===== config.mk =====
export PLATFORM = sky130hd
export DESIGN_NAME = dec_bin_oct_hold
export DESIGN_NICKNAME = d
export VERILOG_FILES = /design/src/rtl/dec_pkg.sv /design/src/rtl/dec_hold_cnt.sv /design/src/rtl/dec_bin_oct_hold.sv
export SDC_FILE = /design/constraint.sdc
export NUM_CORES = 1
export LEC_CHECK = 0
export CORE_MARGIN = 5
export CORE_UTILIZATION = 44
export DETAILED_ROUTE_END_ITERATION = 10
export PLACE_DENSITY = 0.74
export SLEW_MARGIN = 5
export SYNTH_ARGS = -nofsm -noshare
export SYNTH_HDL_FRONTEND = slang
export SYNTH_SLANG_ARGS = --single-unit

===== constraint.sdc =====
create_clock -name clk -period 1.6 [get_ports clk]
set_input_delay 0.4 -clock clk [delete_from_list [all_inputs] [get_ports clk]]
set_output_delay 0.4 -clock clk [all_outputs]
set_load 0.02 [all_outputs]

===== src/rtl/dec_pkg.sv =====
`default_nettype none
// +----------------------------------------------------------------------+
// | Module   : dec_pkg                                                   |
// | Brief    : Shared types and constants for the hold-timed decoder.    |
// | Revision : 1.0                                                       |
// +----------------------------------------------------------------------+
package dec_pkg;

    localparam int NUM_LINES = 8;
    localparam int CODE_W    = 3;

    typedef enum logic [1:0] {
        IDLE = 2'd0,
        HOLD = 2'd1,
        GAP  = 2'd2
    } state_t;

    function automatic logic [NUM_LINES-1:0] onehot(input logic [CODE_W-1:0] c);
        return NUM_LINES'(1) << c;
    endfunction

endpackage
`default_nettype wire


===== src/rtl/dec_hold_cnt.sv =====
`default_nettype none
// +----------------------------------------------------------------------+
// | Module   : dec_hold_cnt                                              |
// | Brief    : Loadable down-counter with zero flag; stops at zero.      |
// | Revision : 1.0                                                       |
// +----------------------------------------------------------------------+
module dec_hold_cnt #(
    parameter int CNT_W = 3
) (
    input  logic             clk,
    input  logic             rst,
    input  logic             i_load,
    input  logic [CNT_W-1:0] i_load_val,
    input  logic             i_dec,
    output logic             o_zero
);

    logic [CNT_W-1:0] r_cnt;

    always_ff @(posedge clk or posedge rst) begin
        if (rst) begin
            r_cnt <= '0;
        end else if (i_load) begin
            r_cnt <= i_load_val;
        end else if (i_dec && (r_cnt != '0)) begin
            r_cnt <= r_cnt - CNT_W'(1);
        end
    end

    assign o_zero = (r_cnt == '0);

endmodule
`default_nettype wire


===== src/rtl/dec_bin_oct_hold.sv =====
`default_nettype none
// +----------------------------------------------------------------------+
// | Module   : dec_bin_oct_hold                                          |
// | Brief    : Registered 3-to-8 decoder, line held HOLD_CYCLES clocks   |
// |            then one all-off gap. DEC_ACTIVE_LOW_EN: D active-low.    |
// | Revision : 1.0                                                       |
// +----------------------------------------------------------------------+
module dec_bin_oct_hold
    import dec_pkg::*;
#(
    parameter int HOLD_CYCLES = 4
) (
    input  logic                 clk,
    input  logic                 rst,
    input  logic [CODE_W-1:0]    code,
    input  logic                 gs,
    output logic                 ready,
    output logic [NUM_LINES-1:0] D,
    output logic                 done,
    output logic                 ovf
);

    localparam int               CNT_W  = $clog2(HOLD_CYCLES + 1);
    localparam logic [CNT_W-1:0] c_LOAD = CNT_W'(HOLD_CYCLES - 1);

`ifdef DEC_ACTIVE_LOW_EN
    localparam logic [NUM_LINES-1:0] c_D_OFF = {NUM_LINES{1'b1}};
`else
    localparam logic [NUM_LINES-1:0] c_D_OFF = '0;
`endif

    state_t               r_state;
    state_t               w_state_next;
    logic                 w_accept;
    logic                 w_cnt_zero;
    logic [NUM_LINES-1:0] w_d_next;
    logic [NUM_LINES-1:0] r_d;
    logic                 r_done;
    logic                 r_ovf;

    assign w_accept = (r_state == IDLE) && gs;

    dec_hold_cnt #(
        .CNT_W(CNT_W)
    ) u_cnt (
        .clk       (clk),
        .rst       (rst),
        .i_load    (w_accept),
        .i_load_val(c_LOAD),
        .i_dec     (r_state == HOLD),
        .o_zero    (w_cnt_zero)
    );

    always_ff @(posedge clk or posedge rst) begin
        if (rst) begin
            r_state <= IDLE;
        end else begin
            r_state <= w_state_next;
        end
    end

    always_comb begin
        w_state_next = IDLE;
        case (r_state)
            IDLE:    w_state_next = gs ? HOLD : IDLE;
            HOLD:    w_state_next = w_cnt_zero ? GAP : HOLD;
            GAP:     w_state_next = IDLE;
            default: w_state_next = IDLE;
        endcase
    end

    always_comb begin
        ready = (r_state == IDLE);
    end

    // Next line value is computed active-high; polarity is folded in at the register.
    always_comb begin
        w_d_next = '0;
        case (r_state)
            IDLE:    if (gs) w_d_next = onehot(code);
            HOLD:    if (!w_cnt_zero) w_d_next = r_d ^ c_D_OFF;
            default: w_d_next = '0;
        endcase
    end

    always_ff @(posedge clk or posedge rst) begin
        if (rst) begin
            r_d    <= c_D_OFF;
            r_done <= 1'b0;
            r_ovf  <= 1'b0;
        end else begin
            r_d    <= w_d_next ^ c_D_OFF;
            r_done <= (r_state == HOLD) && w_cnt_zero;
            if (gs && (r_state != IDLE)) begin
                r_ovf <= 1'b1;
            end
        end
    end

    assign D    = r_d;
    assign done = r_done;
    assign ovf  = r_ovf;

endmodule
`default_nettype wire

==> metrics.md <==
| Metric | Value |
|---|---|
| Worst setup slack after layout | `0.0678 ns` |
| Final min period | `1.53 ns` |
| Setup Buffers After CTS | `0` |
| Port bufs | `16` |
| DRT iter0 DRCs | `10` |
| # clock sinks | `14` |
| Startpoint types | `flop` |
| H-Tree Depth | `1` |
| DRT met1 WL | `590 µm` |
| I/O pin total | `17` |
| Cell Rows | `13` |
| Post-synth top cells | `14 x dfrtp_1, 6 x a22o_1` |
| Yosys reg bits | `14` |
| Top post-synthesis cells by area | `dfrtp_1 57%, a22o_1 8.5%, ha_1 4.1%` |
| Req. time, crit path | `1.20 ns` |
| CP Class | `flop to output pin` |
| Pwr Total | `1370 µW` |
| Cell taking the most area after synthesis | `dfrtp_1` |
| Power Density | `1610 nW/µm²` |
| Vias in the first global route | `514` |
| Die area | `2250 µm²` |
| Fin area | `852 µm²` |
| Clk_skew | `0.00148 ns` |
| Final setup vio count | `0` |
| WL per Instance | `15.6 µm` |
| Die Y | `47.4 µm` |
| Post-Syn Area | `617 µm²` |
| Final period util | `95.8%` |
| Post-DR vias/cell | `5.25` |
| Root Driver | `clkbuf_4` |
| Die width | `47.4 µm` |
| Max Fanout on Critical Path | `5` |
| Hold Path Class | `input pin to asynchronous set/reset pin` |
| Final wirelength | `1.43 mm` |
| Starting Density | `46.8%` |
| Post-route ant nets | `0` |
| Antenna cell count | `0` |
| Share of the synthesized area in the top cell type | `56.8%` |
| Syn-to-layout area delta | `38.1%` |
| Largest net degree at the start of global routing | `15` |
| Final Hold Viols | `0` |
| Placed Instances | `88` |
| GRT overflow | `0` |
| Most common cell in the netlist | `dfrtp_1` |
| Post-synth EDFFs | `0` |
| MaxCap Viol Count | `0` |
| CTS Hold Bufs | `0` |
| DR top layer | `met4` |
| Worst-margin pin slew | `0.323 ns` |
| CTS buffer count | `3` |
| Lkg Pwr | `0.000453 µW` |
| Met2 wire length | `700 µm` |
| Final Wtd Congestion | `0.842` |
| Maximum root-to-sink buffer count | `2` |
| Setup crit end kind | `output pin` |
| Met3 wire len | `85 µm` |
| Fillers | `101` |
| Seq/Total Area, Yosys | `56.8%` |
| CTS tree | `done` |
| Gr usage total | `16.4%` |
| Unrepaired setup endpoints after global routing | `no` |
| Status | `finished clean` |
| Post-place setup slack | `-0.0662 ns` |
| DP Area | `833 µm²` |
| Initial antenna violation count | `0` |
| Relative slew slack | `78.4%` |
| Nets | `86` |
| Hpwl dp | `1.02 mm` |
| Average instance area after synthesis | `11.9 µm²` |
| Layout cell share with drive strength beyond 1 | `22.1%` |
| Worst skew pair latency | `0.29 ns` |
| First-pass GRT wire length | `2.43 mm` |
| Max frequency | `653 MHz` |
| First-pass DRT Iterations | `4` |
| Synthesis warning total | `0` |
| DRC | `0` |
| Mapped Cells | `52` |
| Ys flop type | `dfrtp_1` |
| Worst path arrival time | `1.13 ns` |
| Via count | `483` |
| Ys async rst share | `100%` |
| Worst-path clk slew | `0.09 ns` |
| Synth unique cells | `21` |
| Post-Syn Nets | `60` |
| Slew Viols, Final | `0` |
| Max VDD drop | `1.19 mV` |
| Finished Layout Cells | `92` |
| R2R cell count | `5` |
| Core ar. | `1320 µm²` |
-- sequential cells by signal, indices dropped and copies added (netlist names) --
| name | count |
|---|---|
| D | 8 |
| u_cnt.r_cnt | 3 |
| ovf | 1 |
| r_state | 1 |
| done | 1 |
-- per-stage QoR --
| step | hold WS (ns) | setup TNS (ns) | utilization, % |
|---|---|---|---|
| 3_5_place_dp | 0.451 | -0.184 | 63.2 |
| 3_3_place_gp | 0.454 | -0.112 | 63.2 |
| 6_report | 0.394 | 0 | 64.7 |
| 2_1_floorplan | 0.289 | 0 | - |
| 5_1_grt | 0.427 | 0 | 64.7 |
| 4_1_cts | 0.402 | 0 | 65.0 |
-- per-layer routing --
metal | vias to the layer above | global-route usage, %
met2 | 14 | 25.1
met5 | - | 0
met3 | 8 | 4.51
met4 | 0 | 10.5
li1 | 238 | -
met1 | 223 | 20.2
-- worst max-delay path, cell delays in order, from the launching register on --
cell and delay (ns):
dfrtp_1 0.39, buf_4 0.15, dlygate4sd2_1 0.31
-- placed cells by master (no fill, tap or decap), types with 2 or more instances in the layout --
| master | Yosys | layout |
|---|---|---|
| dfrtp_1 | 14 | 14 |
| dlygate4sd2_1 | 0 | 10 |
| a22o_1 | 6 | 6 |
| clkdlybuf4s50_1 | 0 | 5 |
| buf_4 | 0 | 5 |
| nor2_1 | 3 | 3 |
| inv_1 | 3 | 3 |
| nand2_1 | 3 | 3 |
| o21ai_0 | 3 | 3 |
| nand3_1 | 3 | 3 |
| clkbuf_4 | 0 | 3 |
| nor2b_1 | 2 | 2 |
| nand2b_1 | 2 | 2 |
| ha_1 | 2 | 2 |
-- cells by family (layout without fill, tap and decap cells) --
logic type               after synthesis  in the layout  share of synthesized area [%]
flip-flops                            14             14                           56.8
buffers and inverters                  3             28                           1.83
multiplexers                           1              1                           1.62
adder cells (fa/ha/maj)                2              2                           4.06
AO/OA/AOI/OAI                         12             12                           15.6
AND/OR/NAND/NOR                       20             20                           20.1
-- report_power, final --
part | switching [µW] | leakage, µW | internal (µW)
logic | 371 | 0.000252 | 251
clock network | 124 | 0.0000210 | 139
registers | 43.9 | 0.000180 | 440
total | 539 | 0.000453 | 830
-- layout make-up --
cell class	instances	area, µm²	share of cell area (%)
sequential	14	350	41.1
multi-input combinational	35	255	30.0
timing repair buffer	21	180	21.1
clock buffer	4	36.3	4.26
tap	15	18.8	2.20
inverter	3	11.3	1.32
-- worst paths after layout --
check	to	slack [ns]	start
setup / recovery	done	0.07	done
hold / removal	done	0.39	rst
setup reg to reg	D[0]	0.24	u_cnt.r_cnt[0]
hold reg to reg	ovf	0.46	ovf
max in group asynchronous	D[1]	1.04	rst
min in group clk	ovf	0.46	ovf
-- timing repair --
action,CTS,global route
hold endpoints to repair,0,0
gates resized for setup,11,2
setup endpoints to repair,11,1
cloned,0,0
Power figures use the tool's default switching activity.
